File: src/rtl/gp_regfile_pkg.sv
// Shared types and the write-op arithmetic for the general-purpose register file.
package gp_regfile_pkg;

   typedef enum logic [1:0] {
      OP_LOAD = 2'b00,
      OP_INC  = 2'b01,
      OP_DEC  = 2'b10,
      OP_CLR  = 2'b11
   } wr_op_t;

   // Widest register this helper supports. Callers zero-extend their operands
   // and truncate the result back to their own width, so the wrap behaviour
   // of INC/DEC is exact modulo 2^WIDTH.
   localparam int MAX_WIDTH = 64;

   // Value a register takes after a write op. Used by both the write path and
   // the bypass path so they cannot disagree.
   function automatic logic [MAX_WIDTH-1:0] next_val(
      input wr_op_t                 op,
      input logic [MAX_WIDTH-1:0]   cur,
      input logic [MAX_WIDTH-1:0]   data
   );
      logic [MAX_WIDTH-1:0] res;
      res = '0;
      unique case (op)
         OP_LOAD: res = data;
         OP_INC:  res = cur + MAX_WIDTH'(1);
         OP_DEC:  res = cur - MAX_WIDTH'(1);
         OP_CLR:  res = '0;
         default: res = '0;
      endcase
      return res;
   endfunction

endpackage

File: src/rtl/gp_scoreboard.sv
// Per-register busy scoreboard: tracks pending writebacks so the sequencer can
// stall, and flags reservations of registers that are already pending.
module gp_scoreboard #(
   parameter int DEPTH    = 8,
   parameter int ZERO_REG = 0,
   parameter int BYPASS   = 1
) (
   input  logic                     clk,
   input  logic                     rst_n,
   input  logic                     wr_en,
   input  logic [$clog2(DEPTH)-1:0] wr_sel,
   input  logic                     rsv_en,
   input  logic [$clog2(DEPTH)-1:0] rsv_sel,
   input  logic [$clog2(DEPTH)-1:0] rd_a_sel,
   input  logic [$clog2(DEPTH)-1:0] rd_b_sel,
   output logic                     rd_a_busy,
   output logic                     rd_b_busy,
   output logic                     rsv_err
);

   logic [DEPTH-1:0] busy;
   logic [DEPTH-1:0] busy_next;
   logic             rsv_ok;
   logic             err_next;

   // Register 0 never becomes busy when it is hardwired to zero.
   assign rsv_ok = rsv_en && !((ZERO_REG != 0) && (rsv_sel == '0));

   // Busy update: a writeback clears, a reservation sets, and set wins so a
   // register retired and re-reserved in one cycle stays pending.
   always_comb begin
      // NOTE: combinational blocks start from a full default so no path can
      // leave a bit unassigned and infer a latch; blocking '=' is used here
      // because later lines must see the earlier ones within the same pass.
      busy_next = busy;
      if (wr_en) busy_next[wr_sel] = 1'b0;
      if (rsv_ok) busy_next[rsv_sel] = 1'b1;
   end

   // A reservation of a pending register is an error unless that pending
   // write retires in the same cycle.
   assign err_next = rsv_ok && busy[rsv_sel] && !(wr_en && (wr_sel == rsv_sel));

   // Busy vector and error pulse registers.
   always_ff @(posedge clk or negedge rst_n) begin
      // NOTE: sequential state uses non-blocking '<=' so every flop samples
      // the pre-edge values regardless of statement order.
      if (!rst_n) begin
         busy    <= '0;
         rsv_err <= 1'b0;
      end else begin
         busy    <= busy_next;
         rsv_err <= err_next;
      end
   end

   // Busy seen by the read ports; a same-cycle writeback masks it when the
   // written value is being forwarded.
   always_comb begin
      rd_a_busy = busy[rd_a_sel] && !((BYPASS != 0) && wr_en && (wr_sel == rd_a_sel));
      rd_b_busy = busy[rd_b_sel] && !((BYPASS != 0) && wr_en && (wr_sel == rd_b_sel));
   end

endmodule

File: src/rtl/gp_regfile.sv
// General-purpose register file: two asynchronous read ports, one write port
// with load/inc/dec/clear ops, optional write-to-read bypass and a busy
// scoreboard for pending writebacks.
module gp_regfile
   import gp_regfile_pkg::*;
#(
   parameter int WIDTH    = 8,
   parameter int DEPTH    = 8,
   parameter int ZERO_REG = 0,
   parameter int BYPASS   = 1
) (
   input  logic                     clk,
   input  logic                     rst_n,
   input  logic                     wr_en,
   input  logic [$clog2(DEPTH)-1:0] wr_sel,
   input  wr_op_t                   wr_op,
   input  logic [WIDTH-1:0]         wr_data,
   input  logic [$clog2(DEPTH)-1:0] rd_a_sel,
   output logic [WIDTH-1:0]         rd_a_data,
   output logic                     rd_a_busy,
   input  logic [$clog2(DEPTH)-1:0] rd_b_sel,
   output logic [WIDTH-1:0]         rd_b_data,
   output logic                     rd_b_busy,
   input  logic                     rsv_en,
   input  logic [$clog2(DEPTH)-1:0] rsv_sel,
   output logic                     rsv_err,
   output logic [WIDTH-1:0]         rega,
   output logic [WIDTH-1:0]         regb
);

   logic [WIDTH-1:0] regs [DEPTH];
   logic [WIDTH-1:0] wr_value;
   logic             wr_apply;
   logic             a_zero, a_byp;
   logic             b_zero, b_byp;

   // Next value of the write target, shared by storage and the bypass path.
   always_comb begin
      wr_value = WIDTH'(next_val(wr_op, MAX_WIDTH'(regs[wr_sel]), MAX_WIDTH'(wr_data)));
   end

   // Writes to a hardwired-zero register 0 are dropped.
   assign wr_apply = wr_en && !((ZERO_REG != 0) && (wr_sel == '0));

   // Register storage.
   always_ff @(posedge clk or negedge rst_n) begin
      if (!rst_n) begin
         // NOTE: the array is reset explicitly because every output must read
         // zero during reset; this keeps it in flops rather than a RAM macro.
         for (int i = 0; i < DEPTH; i++) regs[i] <= '0;
      end else if (wr_apply) begin
         regs[wr_sel] <= wr_value;
      end
   end

   // Read-port selection: zero register first, then forwarding, then storage.
   always_comb begin
      a_zero    = (ZERO_REG != 0) && (rd_a_sel == '0);
      b_zero    = (ZERO_REG != 0) && (rd_b_sel == '0);
      a_byp     = (BYPASS != 0) && wr_en && (wr_sel == rd_a_sel);
      b_byp     = (BYPASS != 0) && wr_en && (wr_sel == rd_b_sel);
      rd_a_data = a_zero ? '0 : (a_byp ? wr_value : regs[rd_a_sel]);
      rd_b_data = b_zero ? '0 : (b_byp ? wr_value : regs[rd_b_sel]);
   end

   // Stored registers 0 and 1 for the ALU and debug, never forwarded.
   always_comb begin
      rega = (ZERO_REG != 0) ? '0 : regs[0];
      regb = regs[1];
   end

   gp_scoreboard #(
      .DEPTH    (DEPTH),
      .ZERO_REG (ZERO_REG),
      .BYPASS   (BYPASS)
   ) u_scoreboard (
      .clk       (clk),
      .rst_n     (rst_n),
      .wr_en     (wr_en),
      .wr_sel    (wr_sel),
      .rsv_en    (rsv_en),
      .rsv_sel   (rsv_sel),
      .rd_a_sel  (rd_a_sel),
      .rd_b_sel  (rd_b_sel),
      .rd_a_busy (rd_a_busy),
      .rd_b_busy (rd_b_busy),
      .rsv_err   (rsv_err)
   );

endmodule

File: config.mk
export PLATFORM = sky130hd
export DESIGN_NAME = gp_regfile
export DESIGN_NICKNAME = d
export VERILOG_FILES = /design/src/rtl/gp_regfile_pkg.sv /design/src/rtl/gp_scoreboard.sv /design/src/rtl/gp_regfile.sv
export SDC_FILE = /design/constraint.sdc
export NUM_CORES = 1
export LEC_CHECK = 0
export CAP_MARGIN = 20
export CORE_MARGIN = 5
export CORE_UTILIZATION = 25
export CTS_BUF_LIST = sky130_fd_sc_hd__clkbuf_2 sky130_fd_sc_hd__clkbuf_4 sky130_fd_sc_hd__clkbuf_8
export DETAILED_ROUTE_END_ITERATION = 7
export PLACE_DENSITY_LB_ADDON = 0.08
export SYNTH_ARGS = -nofsm -noshare
export SYNTH_HDL_FRONTEND = slang
export SYNTH_SLANG_ARGS = --single-unit
File: constraint.sdc
create_clock -name clk -period 15 [get_ports clk]
set_input_delay 3.75 -clock clk [delete_from_list [all_inputs] [get_ports clk]]
set_output_delay 3.75 -clock clk [all_outputs]
set_load 0.05 [all_outputs]
==> results of run 1 <==
-- kinds of logic after synthesis --
logic type | after synthesis | share of synthesized area [%]
AND/OR/NAND/NOR | 126 | 10.8
AO/OA/AOI/OAI | 104 | 11.6
multiplexers | 89 | 30.8
flip-flops | 73 | 36.0
buffers and inverters | 58 | 5.92
XOR/XNOR | 14 | 2.42
adder cells (fa/ha/maj) | 9 | 2.37
-- synth_stat cells (4+ instances only) --
cell type	count
dfrtp_1	73
mux4_2	52
nor2_1	51
nand2_1	48
a21oi_1	45
o21ai_0	42
clkbuf_1	21
mux2i_1	19
mux2_2	18
buf_4	16
xnor2_1	12
inv_1	10
ha_1	8
buf_2	6
nand2b_1	6
nand4_1	5
nor3_1	4
-- through the flow --
stage	setup slack, ns	cells
6_report	3.30	780
4_1_cts	3.24	778
5_1_grt	3.01	780
3_5_place_dp	3.25	764
3_3_place_gp	3.33	764
2_1_floorplan	3.76	473
-- power by group --
| group | switching, mW | leakage, nW | internal [mW] |
|---|---|---|---|
| registers | 0.0600 | 0.875 | 0.251 |
| logic | 0.251 | 1.44 | 0.195 |
| clock network | 0.0761 | 0.0929 | 0.0731 |
-- layout make-up --
| class | count | area (um2) | share of cell area [%] |
|---|---|---|---|
| clock buffers | 14 | 174 | 2.88 |
| inverters | 10 | 37.5 | 0.621 |
| multi-input cells | 342 | 2970 | 49.2 |
| flip-flops and latches | 73 | 1830 | 30.2 |
| well taps | 270 | 338 | 5.59 |
| repair buffers | 71 | 696 | 11.5 |
-- sequential cells by signal (all words and copies together) (netlist names) --
| signal | flops |
|---|---|
| rega | 8 |
| regs | 48 |
| u_scoreboard.rsv_err | 1 |
| regb | 8 |
| u_scoreboard.busy | 8 |
-- critical path, stage by stage --
cell and delay (ns):
buf_2 0.64, mux4_2 0.60, mux2_2 0.29, ha_1 0.33, a21oi_1 0.26, nor2_1 0.08, a211o_1 0.29, or3b_1 0.40
a32oi_4 0.41, o21ai_0 0.13, clkdlybuf4s50_1 0.74
-- final timing paths --
| path | startpoint | to | slack, ns | depth (start not counted) |
|---|---|---|---|---|
| setup reg to reg | regb[2]$_DFFE_PN0P_ | regs[23]$_DFFE_PN0P_ | 11.72 | 9 |
| max in group asynchronous | rst_n | regb[3]$_DFFE_PN0P_ | 11.25 | 2 |
| min in group asynchronous | rst_n | regb[0]$_DFFE_PN0P_ | 3.19 | 1 |
| setup / recovery | wr_sel[0] | rd_a_data[7] | 3.30 | 11 |
| hold reg to reg | regs[5]$_DFFE_PN0P_ | regs[5]$_DFFE_PN0P_ | 0.53 | 2 |
| hold / removal | regs[5]$_DFFE_PN0P_ | regs[5]$_DFFE_PN0P_ | 0.53 | 2 |
-- metal layers --
layer / vias up / track usage (%) / wire length (um)
met3: 24 / 2.75 / 717
met5: - / 0 / 0
met2: 109 / 22.6 / 7760
li1: 1795 / - / -
met1: 1912 / 18.9 / 7240
met4: 0 / 5.13 / 423
==> results.json, run 1 <==
{
  "ir_drop_mv": 0.0618,
  "start_kind": "primary input",
  "grt_pass1_vias": 3934,
  "gp_congestion": 0.781,
  "skew_ns": 0.0150,
  "clock_latency_ns": 0.38,
  "postCtsHoldBufs": 0,
  "cap_violations": 0,
  "rows": 52,
  "drc_errors": 0,
  "arrival_ns": 7.95,
  "final-setup-viol-count": 0,
  "yosys.area.top_type_share_pct": 36.0,
  "synth-seq-cells": 73,
  "endpoint_kind": "output port",
  "synth_fp_nets": 508,
  "synth_ff_type": "dfrtp_1",
  "crit_fanout": 26,
  "final_cell_mix": "dfrtp_1, clkdlybuf4s50_1, mux4_2",
  "yosysUniqueCellTypes": 43,
  "synthTopCellsByArea": "dfrtp_1, mux4_2, a21oi_1, o21ai_0, mux2_2",
  "nets": 542,
  "dpl.hpwl_um": 10800,
  "post-synth-top-area-cell": "dfrtp_1",
  "worst_pin_slew_ns": 1.08,
  "cts_inserted_buffers": 9,
  "p_leak_nw": 2.41,
  "grt_util_all_layers_pct": 14.0,
  "slew_headroom_pct": 27.8,
  "vias": 3840,
  "worstPathRequired_ns": 11.25,
  "ant_nets": 0,
  "die_x_um": 152,
  "placed_cell_area_um2": 5830,
  "power_mw": 0.905,
  "finalCritPeriodShare_pct": 78.0,
  "crit_type": "primary input to output port",
  "clock_sinks": 73,
  "whs_ns": 0.530,
  "fin_crit_ns": 11.70,
  "start_util_pct": 25.2,
  "dieHeight_um": 152,
  "ys_warn_count": 0,
  "port_buffers": 60,
  "powerDensity_nw_per_um2": 150,
  "ctsResizeCount": 0,
  "fillers": 2073,
  "synth_enable_flop_cells": 0,
  "fmax_mhz": 85.4,
  "cts_tree": "yes",
  "drive_gt1_share_pct": 20.8,
  "die-area_um2": 23200,
  "grt_pass1_wl_um": 24700,
  "stdcell_area_um2": 6040,
  "wl_um": 16100,
  "area_growth_pct": 19.1,
  "status": "finished, final reports clean",
  "mostFrequentLayoutCell": "dfrtp_1",
  "cts_max_level": 3,
  "syn_inst": 473,
  "hp-class": "flop to flop",
  "routedWlPerCell_um": 20.7,
  "synth.yosys.seq_area_share_pct": 36.0,
  "tns_ns": 0,
  "overflow": 0,
  "core_um2": 20100,
  "cts-root-buf": "clkbuf_8",
  "fin_util_pct": 30.1,
  "num_io_pins": 61,
  "n_antenna_cell": 0,
  "cts_buffer_depth": 2,
  "cts_setup_buffers": 0,
  "synth_area_um2": 5070,
  "maxSlewViolCount": 0,
  "syn_area_per_cell_um2": 10.7,
  "first_iter_violations": 259,
  "dr.pass1.iters": 5,
  "hold_viol": 0,
  "antenna_found_initial": 0,
  "async_flop_share_pct": 100,
  "vias_per_cell": 4.92,
  "grt_max_degree": 74,
  "rsz0062_at_grt": "false",
  "clk_pin_slew_ns": 0.07
}
Note: power is estimated with default switching activity, not from simulation.
==> run 2, diff against run 1 <==
==> constraint.sdc (replaced) <==
create_clock -name clk -period 11.88 [get_ports clk]
set_input_delay 2.97 -clock clk [delete_from_list [all_inputs] [get_ports clk]]
set_output_delay 2.97 -clock clk [all_outputs]
set_load 0.05 [all_outputs]
==> results.json, run 2 (synthesized netlist as in run 1, its figures left out) <==
{
  "cts-root-buf": "clkbuf_8",
  "placed_cells": 765,
  "ctsResizeCount": 0,
  "area_growth_pct": 18.3,
  "tns_ns": 0,
  "hold_viol": 0,
  "cts_inserted_buffers": 9,
  "mostFrequentLayoutCell": "dfrtp_1",
  "first_iter_violations": 259,
  "grt_pass1_vias": 3936,
  "dieHeight_um": 152,
  "overflow": 0,
  "antenna_found_initial": 0,
  "ant_nets": 0,
  "skew_ns": 0.0103,
  "top_register": "regs",
  "clock_latency_ns": 0.36,
  "layout.cells.non_filler": 778,
  "grt_max_degree": 74,
  "dpl.hpwl_um": 10900,
  "wl_um": 16100,
  "crit_fanout": 12,
  "start_util_pct": 25.2,
  "cts_setup_buffers": 0,
  "clk_pin_slew_ns": 0.07,
  "rows": 52,
  "gp_congestion": 0.790,
  "num_io_pins": 61,
  "final_cell_mix": "dfrtp_1, clkdlybuf4s50_1, mux4_2",
  "start_kind": "primary input",
  "cts_buffer_depth": 2,
  "ir_drop_mv": 0.0651,
  "grt_pass1_wl_um": 25300,
  "cap_violations": 0,
  "maxSlewViolCount": 0,
  "p_leak_nw": 2.39,
  "postCtsHoldBufs": 0,
  "rsz0062_at_grt": "false",
  "grt_util_all_layers_pct": 14.2,
  "fmax_mhz": 97.8,
  "die-area_um2": 23200,
  "drc_errors": 0,
  "vias_per_cell": 5.00,
  "die_x_um": 152,
  "vias": 3891,
  "clock_sinks": 73,
  "fin_crit_ns": 10.22,
  "worstPathRequired_ns": 8.91,
  "hp-class": "flop to flop",
  "routedWlPerCell_um": 20.7,
  "endpoint_kind": "output port",
  "status": "finished, final reports clean",
  "core_um2": 20100,
  "powerDensity_nw_per_um2": 188,
  "largest_reg_flops": 48,
  "worst_pin_slew_ns": 1.03,
  "final-setup-viol-count": 0,
  "port_buffers": 60,
  "cts_tree": "yes",
  "setup_ws_ns": 1.66,
  "slew_headroom_pct": 31.5,
  "cts_max_level": 3,
  "arrival_ns": 7.25,
  "drive_gt1_share_pct": 20.5,
  "pre_cts_ws_ns": 1.59,
  "nets": 541,
  "n_antenna_cell": 0,
  "finalCritPeriodShare_pct": 86.0,
  "crit_type": "primary input to output port",
  "dr.pass1.iters": 4,
  "fillers": 2031
}
==> run 2: report_power, final <==
group | switching [mW] | total (mW) | internal [mW]
registers | 0.0779 | 0.394 | 0.316
clock network | 0.0942 | 0.177 | 0.0826
logic | 0.313 | 0.557 | 0.244
total | 0.485 | 1.13 | 0.643
==> run 2: area by class of cell <==
class                   instances  area, um2  share of cell area [%]
clock buffers                  12        153                    2.54
clock inverters                 1       5.00                  0.0834
inverters                      10       37.5                   0.625
multi-input cells             342       2970                    49.5
flip-flops and latches         73       1830                    30.4
well taps                     270        338                    5.63
repair buffers                 70        672                    11.2
==> run 2: layer usage <==
layer / vias up / GRT usage (%) / routed length (um)
li1: 1798 / - / -
met1: 1960 / 19.5 / 7350
met2: 116 / 23.0 / 7810
met3: 17 / 2.24 / 717
met4: 0 / 4.58 / 241
met5: - / 0 / 0
==> run 2: metrics by stage <==
step | area [um2] | hold WS (ns) | total power [mW] | util [%]
detailed placement | 5840 | 0.512 | 0.960 | 29.1
finish | 6000 | 0.531 | 1.13 | 29.9
CTS | 6000 | 0.537 | 1.14 | 29.9
global placement | 5830 | 0.511 | 0.958 | 29.0
floorplan | 5070 | 0.477 | 0.800 | -
global route | 6000 | 0.564 | 1.20 | 29.9
==> run 2: critical path, stage by stage <==
cell and delay [ns]:
clkdlybuf4s50_1 0.92, mux4_2 0.40, mux2_2 0.28, ha_1 0.33
a21oi_1 0.26, nor2_1 0.08, a211o_1 0.29, or3b_1 0.40
a32oi_4 0.43, o21ai_0 0.13, clkdlybuf4s50_1 0.74
==> run 2: worst paths after layout <==
| check | startpoint | endpoint | slack [ns] | cells after the start |
|---|---|---|---|---|
| worst max register to register | rega[2]$_DFFE_PN0P_ | rega[7]$_DFFE_PN0P_ | 8.61 | 9 |
| min in group asynchronous | rst_n | regb[0]$_DFFE_PN0P_ | 2.76 | 1 |
| worst min-delay path | regs[32]$_DFFE_PN0P_ | regs[32]$_DFFE_PN0P_ | 0.53 | 2 |
| worst max-delay path | wr_sel[2] | rd_a_data[7] | 1.66 | 11 |
| max in group asynchronous | rst_n | regb[5]$_DFFE_PN0P_ | 8.47 | 1 |
| worst min register to register | regs[32]$_DFFE_PN0P_ | regs[32]$_DFFE_PN0P_ | 0.53 | 2 |
